--- config.mk ---
export PLATFORM = sky130hd
export DESIGN_NAME = tensor_write_packer
export DESIGN_NICKNAME = d
export VERILOG_FILES = /design/src/rtl/tensor_pkg.sv /design/src/rtl/tensor_write_packer.sv
export SDC_FILE = /design/constraint.sdc
export NUM_CORES = 1
export LEC_CHECK = 0
export CAP_MARGIN = 20
export CELL_PAD_IN_SITES_DETAIL_PLACEMENT = 0
export CELL_PAD_IN_SITES_GLOBAL_PLACEMENT = 1
export CORE_ASPECT_RATIO = 1.75
export CORE_MARGIN = 2
export CORE_UTILIZATION = 45
export CTS_CLUSTER_DIAMETER = 50
export DETAILED_ROUTE_END_ITERATION = 6
export GPL_TIMING_DRIVEN = 0
export PLACE_DENSITY_LB_ADDON = 0.1
export SYNTH_ARGS = -nofsm -noshare
export SYNTH_HDL_FRONTEND = slang
export SYNTH_SLANG_ARGS = --single-unit
--- constraint.sdc ---
create_clock -name clk -period 6.3 [get_ports clk]
set_input_delay 0.945 -clock clk [delete_from_list [all_inputs] [get_ports clk]]
set_output_delay 0.945 -clock clk [all_outputs]
set_load 0.005 [all_outputs]
--- src/rtl/tensor_pkg.sv ---
// Shared constants and types for the tensor datapath blocks.
package tensor_pkg;
    localparam int PIX_W          = 8;
    localparam int ROW_W          = 32;
    localparam int LANES          = 4;
    localparam int TENSOR_D_WIDTH = 128;

    typedef logic [ROW_W-1:0] row_t;

    typedef enum logic [1:0] {
        IDLE,
        FILL,
        DRAIN
    } pack_state_e;
endpackage

--- src/rtl/tensor_write_packer.sv ---
// Packs 4 consecutive 32-bit rows into 128-bit words and writes them to tensor_ram,
// holding one completed word in staging while the read side owns the RAM.
module tensor_write_packer
    import tensor_pkg::*;
#(
    parameter int DEPTH   = 96*96,
    parameter int D_WIDTH = TENSOR_D_WIDTH,
    localparam int AW     = $clog2(DEPTH)
) (
    input  logic               clk,
    input  logic               rst_n,
    input  logic               start,
    input  logic [AW-1:0]      base_addr,
    input  logic [AW+1:0]      num_rows,
    input  logic               in_valid,
    output logic               in_ready,
    input  row_t               in_data,
    input  logic               rd_busy,
    output logic               we,
    output logic [AW-1:0]      addr_w,
    output logic [D_WIDTH-1:0] din,
    output logic               busy,
    output logic               done
);

    pack_state_e        state;
    logic [1:0]         lane;
    logic [AW+1:0]      rows_left;
    logic [D_WIDTH-1:0] asm_reg;
    logic [D_WIDTH-1:0] staging;
    logic               pending;
    logic [AW-1:0]      addr;

    logic               completes;
    logic               accept;
    logic [6:0]         shift_amt;
    logic [D_WIDTH-1:0] placed;

    // Completion depends only on lane/rows_left so in_ready never loops through in_valid.
    assign completes = (lane == 2'd3) || (rows_left == (AW+2)'(1));
    assign we        = pending & ~rd_busy;
    assign in_ready  = (state == FILL) && (rows_left != '0) && !(completes && pending && !we);
    assign accept    = in_valid & in_ready;
    assign shift_amt = {2'd3 - lane, 5'd0};
    assign placed    = asm_reg | (D_WIDTH'(in_data) << shift_amt);
    assign din       = staging;
    assign addr_w    = addr;

    always_ff @(posedge clk or negedge rst_n) begin
        if (!rst_n) begin
            state     <= IDLE;
            lane      <= '0;
            rows_left <= '0;
            asm_reg   <= '0;
            staging   <= '0;
            pending   <= 1'b0;
            addr      <= '0;
            busy      <= 1'b0;
            done      <= 1'b0;
        end else begin
            done <= 1'b0;

            if (accept && completes) begin
                pending <= 1'b1;
            end else if (we) begin
                pending <= 1'b0;
            end

            if (we) begin
                addr <= (addr == AW'(DEPTH-1)) ? '0 : addr + 1'b1;
            end

            case (state)
                IDLE: begin
                    if (start) begin
                        addr      <= base_addr;
                        rows_left <= num_rows;
                        lane      <= '0;
                        asm_reg   <= '0;
                        if (num_rows == '0) begin
                            done <= 1'b1;
                        end else begin
                            busy  <= 1'b1;
                            state <= FILL;
                        end
                    end
                end
                FILL: begin
                    if (accept) begin
                        rows_left <= rows_left - 1'b1;
                        if (completes) begin
                            staging <= placed;
                            asm_reg <= '0;
                            lane    <= '0;
                        end else begin
                            asm_reg <= placed;
                            lane    <= lane + 1'b1;
                        end
                        if (rows_left == (AW+2)'(1)) begin
                            state <= DRAIN;
                        end
                    end
                end
                DRAIN: begin
                    if (we) begin
                        done  <= 1'b1;
                        busy  <= 1'b0;
                        state <= IDLE;
                    end
                end
                default: state <= IDLE;
            endcase
        end
    end

endmodule

==> results of run 1 <==
## synthesized netlist by cell type, types with 4 or more instances
cell | count | share of area
buf_1 | 48 | 0.013
dfrtp_1 | 293 | 0.52
buf_2 | 30 | 0.011
nor2_1 | 14 | 0.0037
xnor2_1 | 5 | 0.0031
o21ai_0 | 150 | 0.053
o21ai_1 | 7 | 0.0025
a31oi_1 | 71 | 0.031
buf_8 | 11 | 0.012
nand2_1 | 165 | 0.044
a21oi_2 | 100 | 0.062
and2_1 | 5 | 0.0022
buf_4 | 22 | 0.012
a21oi_1 | 232 | 0.082
buf_6 | 4 | 0.0032
nor4_1 | 8 | 0.0035
o2bb2ai_1 | 4 | 0.0025
or4_1 | 5 | 0.0026
nand3_1 | 13 | 0.0046
nor2b_1 | 35 | 0.015
nor3_1 | 10 | 0.0035
ha_1 | 5 | 0.0044
clkbuf_1 | 53 | 0.014
nand4_1 | 135 | 0.060
inv_1 | 6 | 0.0016
xor2_1 | 6 | 0.0037
## area by class of cell
cell class	instances	area, um2
Clock buffer	49	1030
Sequential cell	293	7330
Clock inverter	8	61.3
Buffer	171	940
Multi-Input combinational cell	1023	5880
Fill cell	2817	13400
Inverter	7	26.3
Tap cell	396	495
Timing Repair Buffer	214	2180
## power by group through the flow
stage / combinational [mW] / sequential, mW / clock [mW]
6_report: 3.29 / 3.37 / 1.97
5_1_grt: 3.60 / 3.47 / 2.06
4_1_cts: 3.30 / 3.36 / 1.99
3_5_place_dp: 3.28 / 3.38 / 0
3_3_place_gp: 3.22 / 3.37 / 0
2_1_floorplan: 1.75 / 3.23 / 0
## how the worst max path moves through the flow
stage	start	end	cells after the start
2_1_floorplan	rows_left[1]	in_ready	10
3_3_place_gp	rst_n	din[90]	1
3_5_place_dp	rd_busy	in_ready	8
4_1_cts	rows_left[1]	in_ready	11
5_1_grt	rows_left[1]	in_ready	11
6_report	rows_left[1]	in_ready	11
## through the flow
stage	setup WS (ns)	setup TNS [ns]	cells
2_1_floorplan	2.86	0	1494
3_3_place_gp	-8.77	-2558.24	2102
3_5_place_dp	2.01	0	2104
4_1_cts	1.49	0	2161
5_1_grt	1.36	0	2161
6_report	1.48	0	2161
## kinds of logic after synthesis
group | share of synthesized area
flip-flops | 0.517
multiplexers | 0.00212
buffers and inverters | 0.0681
XOR/XNOR | 0.00679
AO/OA/AOI/OAI | 0.250
AND/OR/NAND/NOR | 0.151
adder cells (fa/ha/maj) | 0.00441
## worst reg2reg max path, stage by stage, from the launching register on
cell       delay (ns)
dfrtp_1          0.43
inv_1            0.12
ha_1             0.16
or4b_2           0.58
or4_4            0.47
o2111ai_1        0.32
buf_4            0.35
clkbuf_1         0.58
o21ai_0          0.21
## routing by layer
metal | vias to the layer above | global-route usage | routed length [um]
met5 | - | 0 | 0
met4 | 0 | 0.156 | 2670
met3 | 144 | 0.0421 | 2630
met2 | 522 | 0.536 | 26000
met1 | 6389 | 0.350 | 18900
li1 | 5945 | - | -
==> results by group, run 1 <==
Power
  • Clock share of power: 0.228
  • Power Density: 481 nW/um2
  • Sw frac: 0.365
  • Combinational Power Share: 0.381
  • Int Power: 5.49 mW
  • Switching power: 3.15 mW
  • Final Total Pwr: 8.63 mW
  • Register share of total power: 0.391
  • Max VDD drop: 280 uV
  • P_leak: 7.14 nW

Layout
  • Number of inserted diodes: 0
  • Post-layout util: 0.573
  • Highest-count cells in the layout ignoring fill and taps: 293 x dfrtp_1, 232 x a21oi_1, 211 x clkdlybuf4s50_1
  • Leading cell type in the layout, fill and taps excluded: dfrtp_1
  • Share of cells above drive strength 1: 0.135
  • Design Area, Final: 17900 um2
  • Layout overhead on the synthesized area: 26.6%
  • Final nets: 1816

Routing
  • DRT Wirelength: 50.2 mm
  • Vias/cell: 6.02
  • DRC errors left: 0
  • Antenna-violating nets left: 0
  • Routed length per placed instance: 23.2 um
  • Initial DRC Count: 1043
  • Drt pass-1 iters: 5
  • Vias: 13000

STA
  • Skew final: 0.0143 ns
  • Hold Slack: 0.464 ns
  • Final setup violation count: 0
  • Hold Vio Cnt, Final: 0
  • Post-route minimum period: 4.82 ns
  • Slew @ Worst Pin: 0.903 ns
  • Slew Limit Fails: 0
  • Max-slew headroom: 0.393
  • Highest clock rate: 0.208 GHz
  • Final Cycle Share: 0.765
  • RSZ-0062 raised after global routing: no

Floorplan
  • Die width: 138 um
  • Die ar.: 33000 um2
  • Initial core utilization: 0.453
  • Die height: 239 um
  • # IOs: 213
  • Core Box Area: 31300 um2
  • Placement row count: 86

GRT
  • Total grt overflow: 0
  • Global Route Usage Sum: 0.300
  • Largest net degree at the start of global routing: 111
  • Vias in the first global route: 13252
  • Global-route wire length before repair: 77.2 mm
  • Initial antenna violation count: 0

Logic synthesis
  • EDFF count, synth: 0
  • Ys async rst share: 1.00
  • Avg Cell Area, Syn: 9.49 um2
  • Post-Syn Area: 14200 um2
  • Synth Flop Type: dfrtp_1
  • Post-synthesis sequential area ratio: 0.517
  • Syn. warnings: 0
  • Post-synth cell types: 64
  • Post-synthesis cell count: 1494
  • Seq cells post-synth: 293
  • Synthesized Nets: 1566

Status
  • Status: complete, no violations

Clocking
  • # H-tree levels: 2
  • Clk sinks: 293
  • Clk pin slew, worst setup/hold paths: 0.06 ns
  • Clock Tree Root: clkbuf_16
  • TritonCTS clock tree: yes
  • Hold_buf cts: 0
  • Post-CTS sizing: 0
  • Cts bufs inserted: 34
  • Clk_lat worst skew: 0.54 ns
  • Max clock buf depth: 3
  • Post-CTS Setup Bufs: 0

Worst setup path
  • Worst path slowest cell: or4b_2
  • Critical path required time: 5.35 ns
  • CP delay by family, top: buffers and inverters
  • Worst EP arrival: 3.87 ns
  • Crit-path max FO: 10
  • CP endpoint kind: output pin
  • Most common cell on crit path: buf_2
  • Worst Reg-to-Reg Cells: 8
  • Bufs and invs on worst path: 6
  • Reg2reg start: rows_left[0]
  • Max incr delay on CP: 0.61 ns
  • Critical path type: reg2out
  • Crit-path cells: inv_1, ha_1, or4b_2, or4_4, buf_6, a21o_1, clkbuf_1, buf_2, buf_2, and3_1, clkdlybuf4s50_1
  • CP startpoint kind: register
  • R2r setup slk: 2.92 ns
  • R2r endpoint: din[59]

Place
  • Global placer's final weighted congestion: 0.878
  • Input/output buffers: 212
  • Detailed Place HPWL: 36.0 mm
  • Placed inst area: 16900 um2

Flow run
  • Maxcap violations: 0

Hold path
  • Worst min-delay path class: in2async
Note: power is estimated with default switching activity, not from simulation.
==> run 2, diff against run 1 <==
--- a/config.mk
+++ b/config.mk
@@ -10,7 +10,7 @@
 export CELL_PAD_IN_SITES_GLOBAL_PLACEMENT = 1
 export CORE_ASPECT_RATIO = 1.75
 export CORE_MARGIN = 2
-export CORE_UTILIZATION = 45
+export CORE_UTILIZATION = 42
 export CTS_CLUSTER_DIAMETER = 50
 export DETAILED_ROUTE_END_ITERATION = 6
 export GPL_TIMING_DRIVEN = 0
==> constraint.sdc (replaced) <==
create_clock -name clk -period 4.5 [get_ports clk]
set_input_delay 0.675 -clock clk [delete_from_list [all_inputs] [get_ports clk]]
set_output_delay 0.675 -clock clk [all_outputs]
set_load 0.005 [all_outputs]
==> results by group, run 2 (same netlist as run 1, synthesis figures left out) <==
Worst setup path
  • Crit-path cells: inv_1, ha_1, or4b_2, or4_4, buf_6, a21o_1, buf_6, buf_2, and3_1, clkdlybuf4s50_1
  • Crit-path max FO: 10
  • Max incr delay on CP: 0.60 ns
  • CP endpoint kind: output pin
  • CP delay by family, top: simple AND/OR/NAND/NOR gates
  • Worst EP arrival: 3.73 ns
  • Most common cell on crit path: buf_6
  • Critical path type: reg2out
  • Critical path required time: 3.83 ns
  • Worst path slowest cell: or4b_2
  • CP startpoint kind: register
  • Bufs and invs on worst path: 5

Clocking
  • Post-CTS Setup Bufs: 0
  • Clk sinks: 293
  • Clock Tree Root: clkbuf_16
  • # H-tree levels: 1
  • Clk_lat worst skew: 0.57 ns
  • Clk pin slew, worst setup/hold paths: 0.06 ns
  • Cts bufs inserted: 30
  • Max clock buf depth: 3
  • TritonCTS clock tree: yes

Layout
  • Sequential cell area: 7330 um2
  • Final nets: 1811
  • Multi-input gate area: 5880 um2
  • Leading cell type in the layout, fill and taps excluded: dfrtp_1
  • Fill count: 3118
  • Layout overhead on the synthesized area: 26.4%
  • Highest-count cells in the layout ignoring fill and taps: 293 x dfrtp_1, 232 x a21oi_1, 211 x clkdlybuf4s50_1
  • Share of cells above drive strength 1: 0.132
  • Number of inserted diodes: 0

Power
  • Max VDD drop: 366 uV
  • P_leak: 7.09 nW
  • Power Density: 664 nW/um2
  • Final Total Pwr: 11.9 mW

Status
  • Status: complete, no violations

Floorplan
  • Initial core utilization: 0.423
  • Placement row count: 89
  • Die width: 143 um
  • Core Box Area: 33500 um2
  • Die ar.: 35300 um2
  • Die height: 247 um
  • # IOs: 213

GRT
  • Global Route Usage Sum: 0.289
  • Initial antenna violation count: 0
  • Largest net degree at the start of global routing: 121
  • Global-route wire length before repair: 77.9 mm
  • Total grt overflow: 0
  • Vias in the first global route: 13087

Routing
  • DRC errors left: 0
  • Vias/cell: 5.82
  • DRT Wirelength: 50.9 mm
  • Initial DRC Count: 1021
  • Drt pass-1 iters: 5
  • Antenna-violating nets left: 0
  • Vias: 12888
  • Routed length per placed instance: 23.0 um

STA
  • Final Cycle Share: 0.979
  • Setup_tns: 0 ns
  • RSZ-0062 raised after global routing: no
  • Hold Vio Cnt, Final: 0
  • Post-route minimum period: 4.40 ns
  • Slew @ Worst Pin: 0.995 ns
  • Skew final: 0.00926 ns
  • Highest clock rate: 0.227 GHz
  • Max-slew headroom: 0.331
  • Final setup violation count: 0
  • Slew Limit Fails: 0

Place
  • Global placer's final weighted congestion: 0.899
  • Input/output buffers: 212
  • Detailed Place HPWL: 36.7 mm

Hold path
  • Worst min-delay path class: in2async

Flow run
  • Maxcap violations: 0
## run 2: worst register-to-register path: cells and delay by family (launching register included)
kind                     cells  cell delay, ns
buffers and inverters        3            1.04
adder cells (fa/ha/maj)      1            0.16
flip-flops                   1            0.44
AND/OR/NAND/NOR              2            1.05
AO/OA/AOI/OAI                2            0.56
## run 2: routing by layer
metal	share of wire	GRT usage
met1	0.38	0.342
met2	0.53	0.525
met3	0.048	0.0304
met4	0.044	0.124
met5	0	0
## run 2: cell type report
cell class	instances	area share
plain buffers	170	0.0526
clock buffers	46	0.0498
clock inverters	8	0.00572
inverters	7	0.00147
multi-input cells	1023	0.328
flip-flops and latches	293	0.409
well taps	455	0.0318
repair buffers	214	0.122
## run 2: metrics by stage
| stage | setup slack [ns] | util | instances | area (um2) | hold WS [ns] |
|---|---|---|---|---|---|
| floorplan | 1.33 | - | 1494 | 14200 | 0.379 |
| global placement | -10.43 | 0.503 | 2161 | 16900 | 0.461 |
| detailed placement | 0.508 | 0.505 | 2163 | 16900 | 0.469 |
| CTS | 0.0824 | 0.535 | 2216 | 17900 | 0.139 |
| global route | 0.0143 | 0.535 | 2216 | 17900 | 0.168 |
| finish | 0.0952 | 0.535 | 2216 | 17900 | 0.115 |
## run 2: where the power goes
group | total [mW] | leakage (nW) | internal, mW | switching, mW
Sequential | 4.71 | 3.61 | 3.85 | 0.862
Clock | 2.57 | 0.481 | 1.48 | 1.09
Combinational | 4.62 | 3.00 | 2.23 | 2.39
## run 2: path summary, 6_finish.rpt
| path | end | from | cells after the start | slack [ns] |
|---|---|---|---|---|
| max in group asynchronous | asm_reg[114] | rst_n | 2 | 3.34 |
| min | din[73] | rst_n | 1 | 0.11 |
| min in group clk | din[82] | din[82] | 2 | 0.48 |
| max | in_ready | rows_left[1] | 10 | 0.1 |
| min reg2reg | din[82] | din[82] | 2 | 0.48 |
| max reg2reg | din[63] | rows_left[0] | 8 | 1.10 |
## run 2: what timing repair did
| item | 4_1_cts | 5_1_grt |
|---|---|---|
| endpoints found under the setup margin | 1 | 0 |
| hold buffers | 0 | 0 |
| gates resized for setup | 2 | 0 |
